[config.mk]
export PLATFORM = sky130hd
export DESIGN_NAME = request_fifo_reader
export DESIGN_NICKNAME = d
export VERILOG_FILES = /design/src/rtl/request_fifo_reader.sv
export SDC_FILE = /design/constraint.sdc
export NUM_CORES = 1
export LEC_CHECK = 0
export ABC_AREA = 1
export BUFFER_PORTS_ARGS = -buffer_cell sky130_fd_sc_hd__buf_2
export CORE_MARGIN = 10
export CORE_UTILIZATION = 47
export DETAILED_ROUTE_END_ITERATION = 6
export GPL_TIMING_DRIVEN = 0
export PLACE_DENSITY = 0.77
export RECOVER_POWER = 100
export SLEW_MARGIN = 15
export SYNTH_ARGS = -nofsm -noshare
export SYNTH_HDL_FRONTEND = slang
export SYNTH_SLANG_ARGS = --single-unit
[constraint.sdc]
create_clock -name clk -period 6.2 [get_ports clk]
set_input_delay 1.24 -clock clk [delete_from_list [all_inputs] [get_ports clk]]
set_output_delay 1.24 -clock clk [all_outputs]
set_load 0.1 [all_outputs]
[src/rtl/request_fifo_reader.sv]
// Consumer side of the packed AXI request FIFO: pops entries, unpacks them and
// presents them on a valid/ready port through a two-entry skid queue.
module request_fifo_reader #(
  parameter int DATA_W   = 128,
  parameter int ID_W     = 32,
  parameter int ADDR_W   = 32,
  parameter int OFFSET_W = 6,
  parameter int INDEX_W  = 12
) (
  input  logic                              clk,
  input  logic                              rst,
  input  logic                              fifo_empty,
  output logic                              fifo_read_enable,
  input  logic [DATA_W-1:0]                 fifo_o,
  output logic                              req_valid_o,
  input  logic                              req_ready_i,
  output logic                              req_wr_o,
  output logic [ID_W-1:0]                   req_id_o,
  output logic [ADDR_W-1:0]                 req_addr_o,
  output logic [ADDR_W-INDEX_W-OFFSET_W-1:0] req_tag_o,
  output logic [INDEX_W-1:0]                req_index_o,
  output logic [OFFSET_W-1:0]               req_offset_o,
  output logic [3:0]                        req_slave_o,
  output logic [15:0]                       rd_count_o,
  output logic [15:0]                       wr_count_o
);

  localparam int TAG_W    = ADDR_W - INDEX_W - OFFSET_W;
  localparam int ENT_W    = 1 + 4 + ID_W + ADDR_W;
  localparam int ADDR_LSB = 32;
  localparam int ID_LSB   = 64;
  localparam int SLV_LSB  = 96;
  localparam int WR_BIT   = 100;

  logic [ENT_W-1:0] r_buf [2];
  logic [1:0]       r_occ;
  logic             r_inflight;
  logic [15:0]      r_rd_cnt;
  logic [15:0]      r_wr_cnt;

  logic [ENT_W-1:0] w_entry;
  logic [ENT_W-1:0] w_head;
  logic             w_pop;
  logic [2:0]       w_level;
  logic [1:0]       w_occ_after_pop;
  logic [1:0]       w_occ_next;
  logic             w_slot;
  logic             w_unused_bits;

  assign w_entry = {fifo_o[WR_BIT], fifo_o[SLV_LSB +: 4], fifo_o[ID_LSB +: ID_W],
                    fifo_o[ADDR_LSB +: ADDR_W]};
  assign w_unused_bits = ^{fifo_o[DATA_W-1:WR_BIT+1], fifo_o[ADDR_LSB-1:0]};

  assign w_head = r_buf[0];
  assign w_pop  = req_valid_o & req_ready_i;

  // Level counts the entry already requested but not yet captured, so the
  // queue can never be asked to hold a third entry.
  assign w_level          = {1'b0, r_occ} + {2'b00, r_inflight} - {2'b00, w_pop};
  assign fifo_read_enable = !rst & !fifo_empty & (w_level < 3'd2);

  assign w_occ_after_pop = r_occ - {1'b0, w_pop};
  assign w_occ_next      = w_occ_after_pop + {1'b0, r_inflight};
  assign w_slot          = w_occ_after_pop[0];

  always_ff @(posedge clk or posedge rst) begin
    if (rst) begin
      r_occ      <= 2'd0;
      r_inflight <= 1'b0;
      r_buf[0]   <= '0;
      r_buf[1]   <= '0;
      r_rd_cnt   <= 16'd0;
      r_wr_cnt   <= 16'd0;
    end else begin
      r_inflight <= fifo_read_enable;
      r_occ      <= w_occ_next;
      if (w_pop) begin
        r_buf[0] <= r_buf[1];
        if (w_head[ENT_W-1]) r_wr_cnt <= r_wr_cnt + 16'd1;
        else                 r_rd_cnt <= r_rd_cnt + 16'd1;
      end
      // Capture lands after the head shift; it overrides the shift when it targets slot 0.
      if (r_inflight) r_buf[w_slot] <= w_entry;
    end
  end

  assign req_valid_o  = (r_occ != 2'd0);
  assign req_wr_o     = w_head[ENT_W-1];
  assign req_slave_o  = w_head[ID_W+ADDR_W +: 4];
  assign req_id_o     = w_head[ADDR_W +: ID_W];
  assign req_addr_o   = w_head[ADDR_W-1:0];
  assign req_offset_o = req_addr_o[OFFSET_W-1:0];
  assign req_index_o  = req_addr_o[OFFSET_W +: INDEX_W];
  assign req_tag_o    = req_addr_o[ADDR_W-1 -: TAG_W];
  assign rd_count_o   = r_rd_cnt;
  assign wr_count_o   = r_wr_cnt;

endmodule
==> results of run 1 <==
-- cell type report --
cell class	count	area, sq um	share of cell area
diodes	1	2.502	0.0002404
well taps	229	286.5	0.02752
flip-flops and latches	173	4329	0.4158
clock buffers	19	442.9	0.04254
clock inverters	13	115.1	0.01106
repair buffers	208	892.1	0.08569
inverters	94	354.1	0.03401
multi-input cells	648	3003	0.2884
plain buffers	160	985.9	0.09470
-- per-layer routing --
metal / wire, microns / vias to the layer above / GRT usage
met2: 11690 / 300 / 0.3138
met1: 10230 / 3752 / 0.2462
met3: 1878 / 19 / 0.05018
li1: - / 3790 / -
met4: 239 / 0 / 0.06697
met5: 0 / - / 0
-- cell families (layout without fill, tap and decap cells) --
group / count (synthesis) / after routing / share of synthesized area
buffers and inverters: 254 / 494 / 0.1562
DFF: 173 / 173 / 0.4972
xor gates and xnor gates: 16 / 16 / 0.01609
AOI/OAI and AO/OA: 141 / 141 / 0.08105
adders and majority gates: 4 / 4 / 0.006611
other: 0 / 1 / 0
and+or+nand+nor: 487 / 487 / 0.2429
-- per-stage QoR --
stage               worst slack (ns)    util  hold WS, ns  setup TNS [ns]  std cells
floorplan                     0.2715       -       0.4765               0       1075
global placement              -1.867  0.5549       0.4703         -321.12       1511
detailed placement             1.654  0.5568       0.4809               0       1512
CTS                            1.651  0.5877       0.4924               0       1544
global route                  0.8258  0.5756       0.5354               0       1545
finish                         1.079  0.5756       0.4899               0       1545
-- cells in the final DEF (no fill, tap or decap), drive strengths merged --
cell	count
nand2	361
clkbuf	208
buf	179
dfrtp	173
o21ai	141
inv	95
nand4	73
nor2	25
nand3b	15
xor2	9
nand3	8
xnor2	7
clkinv	6
clkinvlp	5
ha	3
nor3	2
diode	1
or2	1
nor4	1
and2	1
fa	1
bufinv	1
-- worst max-delay path: cells and delay by family --
| family | cells | cell delay (ns) |
|---|---|---|
| simple gates | 3 | 0.68 |
| compound gates | 1 | 0.14 |
| buf+inv | 4 | 1.32 |
| fa+ha+maj | 1 | 0.49 |
-- cell usage after synthesis (6+ instances only) --
cell type  instances
nand3b_1          15
clkbuf_1          41
buf_4            101
buf_2             16
o21ai_0          141
nor2_1            23
xor2_1             9
nand3_1            6
inv_1             91
nand4_1           73
nand2_1          358
dfrtp_1          173
xnor2_1            7
-- final timing paths --
check | to | cells after the start | startpoint | slack (ns)
min in group asynchronous | r_inflight$_DFF_PP0_ | 2 | rst | 1.97
max in group asynchronous | asynchronous set/reset pin | 2 | rst | 2.48
hold / removal | rd_count_o[4]$_DFFE_PP0P_ | 1 | rd_count_o[4]$_DFFE_PP0P_ | 0.49
hold reg to reg | rd_count_o[4]$_DFFE_PP0P_ | 1 | rd_count_o[4]$_DFFE_PP0P_ | 0.49
setup reg to reg | flip-flop | 11 | r_occ[0]$_DFF_PP0_ | 2.97
setup / recovery | fifo_read_enable | 9 | req_ready_i | 1.08
==> run metrics, run 1 <==
status finished, violations left; failing checks capacitance limit, slew limit; Post-CTS Resized 0; Total GRT Usage 0.1937; Overflow after GRT 0; Worst EP arrival 3.88 ns; # fillers 1696; RSZ-0062 raised after global routing no; number of placed I/O pins 267; vias per cell 5.088; die span in y 156.1 microns; f_max 195.3 MHz; largest net degree at the start of global routing 89; total core area 18090 sq um; FP Rows 49; CP Class in2out; Synth async-reset ratio 1.000; Post-Synthesis Cells 1075; DRT Pass-1 Iters 5; EDFF count, synth 0; Final #Nets 1438; first-pass GRT wire length 38.42 mm; initial antenna violation count 1; crit path time final 5.121 ns; Worst Path Required 4.96 ns; Slew @ Worst Pin 3.881 ns; setup violators final 0; CTS sink count 173; Post-CTS Setup Inserts 0; CP max FO 10; dpl hpwl 17.10 mm; CP max stage cell clkbuf_1; cts hold-fix bufs 0; Hold Path Class reg2reg; CTS Root Cell clkbuf_16; Netlist cell types 26; vias in the first global route 7663; Routed Antenna Nets 0; sequential area share after synthesis 0.4972; critical-path cell list clkbuf_1 -> nand2_2 -> buf_2 -> nor2_1 -> o21ai_0 -> fa_1 -> inv_1 -> nor4_1 -> clkbuf_1; max-cap check violation count 1; final hold vios 0; starting density of the core 0.4814; Post-Syn Nets 1211; GP Congestion 0.8163; Mean Syn Cell Area 8.100 sq um; Tcrit/Tclk final 0.8260; Most common cell on crit path clkbuf_1; Max-slew headroom -1.602; CTS Buffer Depth 2; Seq cells post-synth 173; Critical Path Max Stage Delay 0.91 ns; Post-synth top flop dfrtp_1; DP Area 10070 sq um; critical path capture point type output port; synth top area cells dfrtp_1 50%, nand2_1 15%, buf_4 8.7%; clk slew on worst S/H paths 0.06 ns; layout cells sized above 1 0.1650; Ys Warns 0; area grow syn2layout 19.57%; Die X-Extent 156.1 microns; Num CTS Buffers 17; Syn Std Cell Area 8707 sq um; worst-skew pair later-pin latency 0.43 ns; Slew Limit Fails 86; CTS tree yes; share of the synthesized area in the top cell type 0.4972; Synth area leader dfrtp_1; Final Cell Area 10410 sq um; Vias 7861; Port-buffer cells 207; final WL 24.04 mm; H-tree level count 4; die area 24370 sq um; Worst Skew 0.009776 ns; Detailed Route Iter0 Violations 525; routed len/inst 15.56 microns; drt drc 0; CP Launch Type input pin
Power of run 1 is left out: the tool's default activity adds up to more than one toggle a clock period on the data nets, which glitch-free logic cannot reach.
==> run 2: changes to the inputs <==
ABC_AREA = 0   (was 1)
CORE_UTILIZATION = 51   (was 47)
PLACE_DENSITY = 0.81   (was 0.77)
clock period = 4.75 ns   (was 6.2 ns; I/O delays follow)
==> run 2 against run 1 <==
  * The run still ends with capacitance limit, slew limit left
  * Design area decreased by 6.0%
  * First-iteration DRC count decreased by 39%
  * Wire length decreased by 20%
  * Non-clock buffer count decreased by 24
  * Flip-flop and latch count unchanged
  * Setup slack got worse by 0.74 ns
  * Core utilization increased by 6.3 points
  * Sequential share of layout area increased by 2.7 points
  * Via count decreased by 28%
  * Register-to-register slack got worse by 0.83 ns
  * Area after synthesis decreased by 7.7%
  * Largest cell class unchanged
==> run metrics, run 2 <==
Vias 5659; H-tree level count 4; hold slack 0.4725 ns; Ys Warns 0; first-pass GRT wire length 31.57 mm; failing checks capacitance limit, slew limit; Seq cells post-synth 173; Hold Path Class reg2reg; Max-slew headroom -0.1505; Slew @ Worst Pin 1.726 ns; vias per cell 4.947; Port-buffer cells 207; Antenna diodes 0; Detailed Route Iter0 Violations 321; CTS Buffer Depth 2; Post-CTS Resized 0; Post-CTS Setup Inserts 0; area grow syn2layout 21.74%; CP Launch Type input pin; total core area 15310 sq um; critical path capture point type output port; crit path from req_ready_i; Post-synth top flop dfrtp_1; critical-path cell list clkbuf_1 -> o21ai_1 -> buf_2 -> buf_4 -> nor2_1 -> fa_1 -> xor2_1 -> nor4b_2 -> clkbuf_2; # fillers 1309; Worst EP arrival 3.47 ns; most common library cells after synthesis 173 x dfrtp_1, 106 x buf_4, 85 x nand2_1; R2R setup slack 2.14 ns; f_max 226.4 MHz; Worst Skew 0.009811 ns; Endpoint, Worst Hold rd_count_o[15]$_DFFE_PP0P_; share of the synthesized area in the top cell type 0.5385; Die X-Extent 145.6 microns; commonest non-fill, non-tap cell in the layout dfrtp_1; Routed Antenna Nets 0; max-cap check violation count 3; Netlist cell types 30; CP Class in2out; dpl hpwl 14.22 mm; final hold vios 0; final WL 19.17 mm; CP max stage cell clkbuf_2; Slew Limit Fails 96; Num CTS Buffers 17; CTS tree yes; Post-Synthesis Cells 689; cts hold-fix bufs 0; Hold Startpoint rd_count_o[15]$_DFFE_PP0P_; layout cells sized above 1 0.3055; CTS Root Cell clkbuf_16; worst-skew pair later-pin latency 0.42 ns; R2R depth 8; RR Startpoint r_occ[0]$_DFF_PP0_; CP max FO 10; Synth area leader dfrtp_1; vias in the first global route 5914; Synth async-reset ratio 1.000; starting density of the core 0.5249; Worst Path Required 3.80 ns; Post-Syn Nets 825; Overflow after GRT 0; Final #Nets 1056; largest net degree at the start of global routing 34; Total GRT Usage 0.1816; routed len/inst 16.75 microns; number of placed I/O pins 267; most frequent cells in the layout 173 x dfrtp_1, 165 x clkbuf_1, 106 x buf_4; clk slew on worst S/H paths 0.06 ns; CTS sink count 173; drt drc 0; most numerous cell in the Yosys netlist dfrtp_1; cell depth of the worst hold path 1; Syn Std Cell Area 8039 sq um; synth top area cells dfrtp_1 54%, mux2_2 9.9%, buf_4 9.9%; RSZ-0062 raised after global routing no; status finished, violations left; worst r2r dst r_inflight$_DFF_PP0_; EDFF count, synth 0; Critical Path Max Stage Delay 0.52 ns; Mean Syn Cell Area 11.67 sq um; Tcrit/Tclk final 0.9297; sequential area share after synthesis 0.5385; GP Congestion 0.7839; die area 21180 sq um; DRT Pass-1 Iters 4; initial antenna violation count 2; FP Rows 45; die span in y 145.6 microns; crit path time final 4.416 ns; setup violators final 0
-- run 2: cell types whose count changed in the layout (fill, tap and decap cells not counted), sizes merged, moves of 23 or more --
cell and change:
nand2 -276, nand4 -61, inv -90, mux2 +71, mux2i +69, clkbuf -23
o21ai -69
-- run 2: per-layer routing --
layer | routed length, microns | global-route usage | part of all wire
met3 | 971 | 0.05061 | 0.051
met4 | 328 | 0.05814 | 0.017
met2 | 9202 | 0.2923 | 0.48
met1 | 8636 | 0.2321 | 0.45
met5 | 25 | 0 | 0.0013
-- run 2: worst max path at each step --
stage / slack [ns] / depth (start not counted) / endpoint
CTS: 0.36 / 9 / fifo_read_enable
global route: 0.17 / 9 / fifo_read_enable
finish: 0.33 / 9 / fifo_read_enable
global placement: 0.38 / 9 / fifo_read_enable
floorplan: -0.07 / 7 / fifo_read_enable
detailed placement: 0.34 / 9 / fifo_read_enable
-- run 2: kinds of logic (layout without fill, tap and decap cells) --
| group | after synthesis | after routing | synth area share |
|---|---|---|---|
| AO/OA/AOI/OAI | 74 | 74 | 0.04700 |
| XOR/XNOR | 33 | 33 | 0.03595 |
| adder cells (fa/ha/maj) | 4 | 4 | 0.007160 |
| buffers and inverters | 135 | 379 | 0.1136 |
| flip-flops | 173 | 173 | 0.5385 |
| multiplexers | 140 | 140 | 0.1854 |
| AND/OR/NAND/NOR | 130 | 130 | 0.07238 |
-- run 2: area by class of cell --
type                    count  area (sq um)  area share
multi-input cells         381          2794      0.2855
inverters                   3         12.51    0.001278
clock inverters            13         162.7     0.01662
plain buffers             132         895.9     0.09154
clock buffers              19         442.9     0.04526
repair buffers            212         885.9     0.09051
well taps                 211         264.0     0.02698
flip-flops and latches    173          4329      0.4423
-- run 2: worst max-delay path: cells and delay by family --
kind,cells,cell delay [ns]
AO/OA/AOI/OAI,1,0.24
AND/OR/NAND/NOR,2,0.38
XOR/XNOR,1,0.16
buffers and inverters,4,1.33
adder cells (fa/ha/maj),1,0.40
-- run 2: through the flow --
step | cells | instance area (sq um) | worst slack (ns) | setup TNS [ns] | util
2_1_floorplan | 689 | 8049 | -0.06876 | -0.06876 | -
3_3_place_gp | 1107 | 9349 | 0.3797 | 0 | 0.6105
3_5_place_dp | 1112 | 9457 | 0.3437 | 0 | 0.6175
4_1_cts | 1144 | 10060 | 0.3648 | 0 | 0.6570
5_1_grt | 1144 | 9787 | 0.1704 | 0 | 0.6391
6_report | 1144 | 9787 | 0.3340 | 0 | 0.6391
Power of run 2 is left out for the same reason.
